[src/rtl/mem_arbiter_rr_pkg.sv]
// mem_arbiter_rr_pkg: shared types and helpers for the N-port memory arbiter
package mem_arbiter_rr_pkg;

   typedef enum logic [1:0] {
      ARB_IDLE,
      ARB_SETUP,
      ARB_BUSY
   } arb_state_t;

   typedef logic [127:0] lc3b_line;

   function automatic int gid_width(input int n);
      return (n > 1) ? $clog2(n) : 1;
   endfunction

endpackage

[src/rtl/mem_arbiter_rr_picker.sv]
// rr_picker: combinational winner selection, round-robin from ptr or fixed from port 0
module rr_picker
   import mem_arbiter_rr_pkg::*;
#(
   parameter  int NUM_PORTS = 2,
   localparam int GID_W     = gid_width(NUM_PORTS)
) (
   input  logic [NUM_PORTS-1:0] req,
   input  logic [GID_W-1:0]     ptr,
   input  logic                 mode,
   output logic [GID_W-1:0]     winner,
   output logic                 valid
);

   logic [GID_W-1:0] start;

   assign start = mode ? ptr : '0;

   // scan offsets from farthest to nearest so the requester closest to start wins last
   always_comb begin
      winner = '0;
      valid  = |req;
      for (int i = NUM_PORTS - 1; i >= 0; i--)
         if (req[(int'(start) + i) % NUM_PORTS]) winner = GID_W'((int'(start) + i) % NUM_PORTS);
   end

endmodule

[src/rtl/mem_arbiter_rr.sv]
// mem_arbiter_rr: N-requester arbiter onto a single physical memory port
module mem_arbiter_rr
   import mem_arbiter_rr_pkg::*;
#(
   parameter  int NUM_PORTS = 2,
   parameter  int ADDR_W    = 16,
   parameter  int LINE_W    = 128,
   parameter  int RR_MODE   = 1,
   parameter  int SETUP_CYC = 1,
   localparam int GID_W     = gid_width(NUM_PORTS)
) (
   input  logic                        clk,
   input  logic                        rst,
   input  logic [NUM_PORTS-1:0]        req_read,
   input  logic [NUM_PORTS-1:0]        req_write,
   input  logic [NUM_PORTS*ADDR_W-1:0] req_addr,
   input  logic [NUM_PORTS*LINE_W-1:0] req_wdata,
   output logic [LINE_W-1:0]           req_rdata,
   output logic [NUM_PORTS-1:0]        req_resp,
   output logic                        pmem_read,
   output logic                        pmem_write,
   output logic [ADDR_W-1:0]           pmem_address,
   output logic [LINE_W-1:0]           pmem_wdata,
   input  logic [LINE_W-1:0]           pmem_rdata,
   input  logic                        pmem_resp,
   output logic                        grant_valid,
   output logic [GID_W-1:0]            grant_id
);

   arb_state_t           state, state_n;
   logic [GID_W-1:0]     rr_ptr, rr_ptr_n, grant_n, winner;
   logic [NUM_PORTS-1:0] req;
   logic                 any_req, busy, done;
   logic [ADDR_W-1:0]    addr_arr  [NUM_PORTS];
   logic [LINE_W-1:0]    wdata_arr [NUM_PORTS];

   assign req  = req_read | req_write;
   assign busy = (state == ARB_BUSY);
   assign done = busy & (pmem_resp | ~req[grant_id]);

   for (genvar k = 0; k < NUM_PORTS; k++) begin : g_unpack
      assign addr_arr[k]  = req_addr[k*ADDR_W +: ADDR_W];
      assign wdata_arr[k] = req_wdata[k*LINE_W +: LINE_W];
   end

   rr_picker #(.NUM_PORTS(NUM_PORTS)) u_picker (
      .req    (req),
      .ptr    (rr_ptr),
      .mode   (RR_MODE != 0),
      .winner (winner),
      .valid  (any_req)
   );

   // owner, rotation pointer and arbitration state
   always_ff @(posedge clk or posedge rst) begin
      if (rst) begin
         state    <= ARB_IDLE;
         grant_id <= '0;
         rr_ptr   <= '0;
      end else begin
         state    <= state_n;
         grant_id <= grant_n;
         rr_ptr   <= rr_ptr_n;
      end
   end

   // next state; a completion or a withdrawn request both release the port and rotate priority
   always_comb begin
      state_n  = (state == ARB_IDLE)  ? (any_req ? ((SETUP_CYC != 0) ? ARB_SETUP : ARB_BUSY) : ARB_IDLE) :
                 (state == ARB_SETUP) ? ARB_BUSY :
                 done                 ? ARB_IDLE : ARB_BUSY;
      grant_n  = (state == ARB_IDLE && any_req) ? winner : grant_id;
      rr_ptr_n = done ? ((int'(grant_id) == NUM_PORTS - 1) ? '0 : grant_id + 1'b1) : rr_ptr;
   end

   // memory strobes only in BUSY; a simultaneous read and write resolves to the write
   always_comb begin
      pmem_read          = busy & req_read[grant_id] & ~req_write[grant_id];
      pmem_write         = busy & req_write[grant_id];
      req_resp           = '0;
      req_resp[grant_id] = busy & pmem_resp;
   end

   assign grant_valid  = (state != ARB_IDLE);
   assign pmem_address = addr_arr[grant_id];
   assign pmem_wdata   = wdata_arr[grant_id];
   assign req_rdata    = pmem_rdata;

endmodule

[config.mk]
export PLATFORM = sky130hd
export DESIGN_NAME = mem_arbiter_rr
export DESIGN_NICKNAME = d
export VERILOG_FILES = /design/src/rtl/mem_arbiter_rr_pkg.sv /design/src/rtl/mem_arbiter_rr_picker.sv /design/src/rtl/mem_arbiter_rr.sv
export SDC_FILE = /design/constraint.sdc
export NUM_CORES = 1
export LEC_CHECK = 0
export BUFFER_PORTS_ARGS = -buffer_cell sky130_fd_sc_hd__buf_2
export CAP_MARGIN = 10
export CORE_AREA = 5 5 273 275
export CTS_CLUSTER_DIAMETER = 50
export DETAILED_ROUTE_END_ITERATION = 8
export DIE_AREA = 0 0 278 280
export GPL_TIMING_DRIVEN = 0
export SYNTH_ARGS = -nofsm -noshare
export SYNTH_HDL_FRONTEND = slang
export SYNTH_HIERARCHICAL = 1
export SYNTH_SLANG_ARGS = --single-unit
export TNS_END_PERCENT = 100
[constraint.sdc]
create_clock -name clk -period 1.3 [get_ports clk]
set_input_delay 0.195 -clock clk [delete_from_list [all_inputs] [get_ports clk]]
set_output_delay 0.195 -clock clk [all_outputs]
set_load 0.02 [all_outputs]
==> flow_summary.json <==
{
  "finalMaxSlewViolations": 0,
  "routed_wl_microns": 35730,
  "grt_setup_unrepaired": "yes",
  "critPathRequiredTime_ps": 1110,
  "final_hold_viol_count": 0,
  "status": "complete, but fails checks",
  "cts.sinks": 4,
  "finalClockSkew_ps": 4.388,
  "fmax_mhz": 547.9,
  "synth_cells": 322,
  "synthDistinctLibCells": 25,
  "wl_per_cell_microns": 18.92,
  "overflow": 0,
  "cts_tree": "built",
  "cts_inserted_buffers": 3,
  "fin_nets": 1339,
  "antenna_left": 0,
  "power_density_nw_per_um2": 1424,
  "cap_violations": 0,
  "core-area_sq_um": 72090,
  "leakage_nw": 4.562,
  "route.met3.wl_microns": 5564,
  "drive_gt1_share_pct": 97.60,
  "layoutNonFillerInstCount": 1889,
  "mostFrequentLayoutCell": "buf_2",
  "worst_setup_path_start_kind": "flop",
  "path_clk_slew_ps": 30,
  "critPathCaptureType": "output port",
  "setup_viol_count_final": 150,
  "syn_area_sq_um": 3321,
  "path_class": "reg -> out",
  "drc_errors": 0,
  "vias": 4850,
  "most-common-layout-cells": "buf_2, buf_4, mux2_4",
  "grt_start_max_net_pins": 11,
  "port_buffers": 572,
  "dp_cells": 1853,
  "cts_root_buffer": "clkbuf_16",
  "die_height_microns": 280,
  "rows": 99,
  "ioPinCount": 701,
  "grt_pass1_wl_microns": 43070,
  "nFillCells": 8214,
  "top_layer": "met5",
  "grt.total_usage_pct": 8.113,
  "yosys_warnings": 6,
  "crit_fanout": 10,
  "hpwl_microns": 32510,
  "insertion_delay_ps": 230,
  "synth_nets": 745,
  "detail_route.first_pass.iterations": 4,
  "die_w_microns": 278,
  "max-vdd-ir-drop_mv": 1.143,
  "hold_path.class": "in -> reg",
  "drt-met1-wl_microns": 12000,
  "period_needed_ps": 1825,
  "violations": "setup timing",
  "ys_seq_area_share_pct": 3.014,
  "synth_seq_cells": 4,
  "finalCritPeriodShare_pct": 140.4,
  "crit_arrival_ps": 1630,
  "drt_iter0_markers": 87,
  "start_util_pct": 4.606,
  "area.growth.synth_to_final_pct": 165.8,
  "wl_met2_microns": 15820,
  "finalWorstSetupSlack_ps": -525.2,
  "htreeDepth": 1,
  "design.die.area_sq_um": 77840,
  "routed_via_density": 2.567,
  "syn_avg_cell_area_sq_um": 10.31,
  "grt_pass1_vias": 5042,
  "hold_slack_ps": 384.8,
  "antenna_found_initial": 55,
  "gp_congestion": 0.8687,
  "cts_max_path_buffers": 2
}
## cells in the mapped netlist
master / number / area (sq um)
and3_1: 1 / 6.260
buf_4: 128 / 960.9
o21bai_1: 1 / 7.510
or2_1: 3 / 18.77
mux2i_1: 1 / 10.01
mux2_2: 63 / 709.4
nor2_2: 1 / 6.260
dfrtp_1: 4 / 100.1
mux2_4: 83 / 1246
a21boi_1: 1 / 7.510
conb_1: 1 / 3.750
o21ai_0: 1 / 5.000
o21ba_2: 1 / 10.01
inv_1: 4 / 15.01
a32oi_1: 1 / 8.760
or2_2: 1 / 6.260
nor3_1: 1 / 5.000
nor2_1: 3 / 11.26
buf_2: 7 / 35.03
nand2_1: 1 / 3.750
a31o_1: 1 / 8.760
nand2b_1: 1 / 6.260
a21oi_1: 2 / 10.01
nor2b_1: 1 / 6.260
buf_6: 10 / 112.6
## repair_timing
item / CTS / global route
buffers inserted: 6 / 4
gates cloned: 7 / 1
hold buffers: 1 / 0
endpoints found under the setup margin: 149 / 151
resized for setup: 235 / 79
endpoints found under the hold margin: 4 / 0
pin swaps: 3 / 2
## per-stage QoR
stage | setup slack (ps) | cell area (sq um) | utilization, % | power [W] | setup TNS, ps
finish | -525.2 | 8826 | 12.24 | 0.01257 | -69900
global route | -564.9 | 8813 | 12.23 | 0.01310 | -75550
CTS | -541.2 | 8522 | 11.82 | 0.01206 | -72680
detailed placement | -429.7 | 7405 | 10.27 | 0.008858 | -49440
global placement | -435.0 | 7405 | 10.27 | 0.008832 | -50050
floorplan | -117.5 | 3342 | - | 0.006168 | -10630
## metal layers
| metal | up-vias | track usage, % |
|---|---|---|
| li1 | 2186 | - |
| met2 | 478 | 13.43 |
| met4 | 24 | 3.081 |
| met3 | 109 | 4.809 |
| met5 | - | 0 |
| met1 | 2053 | 8.527 |
## layout make-up
class | instances | area [sq um] | area share, %
diodes | 15 | 37.54 | 0.4253
inverters | 4 | 15.01 | 0.1701
repair buffers | 590 | 3866 | 43.80
clock buffers | 4 | 78.83 | 0.8931
flip-flops and latches | 4 | 101.3 | 1.148
multi-input cells | 169 | 2263 | 25.65
plain buffers | 144 | 1264 | 14.32
well taps | 959 | 1200 | 13.60
## state kept, by name, summed over array words and instances (netlist names)
| name | cells |
|---|---|
| rr_ptr | 1 |
| grant_id | 1 |
| state | 2 |
## report_power, final
group          internal [W]  switching [W]  total [W]
clock              0.000405      0.0000866   0.000492
combinational       0.00649        0.00533     0.0118
sequential         0.000190      0.0000603   0.000250
total               0.00709        0.00548     0.0126
## path summary, 6_finish.rpt
kind | start | end | slack [ps] | cells past startpoint
min in group asynchronous | rst | state[0] | 390 | 3
min | req_read[0] | rr_ptr | 380 | 4
max reg2reg | grant_id | grant_id | -210 | 6
max in group asynchronous | rst | grant_id | 740 | 3
max | grant_id | pmem_wdata[41] | -530 | 5
min reg2reg | state[0] | state[1] | 540 | 1
## logic make-up (layout without fill, tap and decap cells)
logic type	Yosys count	after routing	synth area share, %
DFF	4	4	3.014
buffers and inverters	149	742	33.84
and+or+nand+nor	13	13	2.110
muxes	147	147	59.19
other	1	16	0.1129
AOI/OAI and AO/OA	8	8	1.733
## critical path: stages (launching register included)
cell and delay, ps:
dfrtp_2 410, buf_12 160, buf_16 160, buf_12 160, mux2_4 330, buf_6 140
Note: power is estimated with default switching activity, not from simulation.
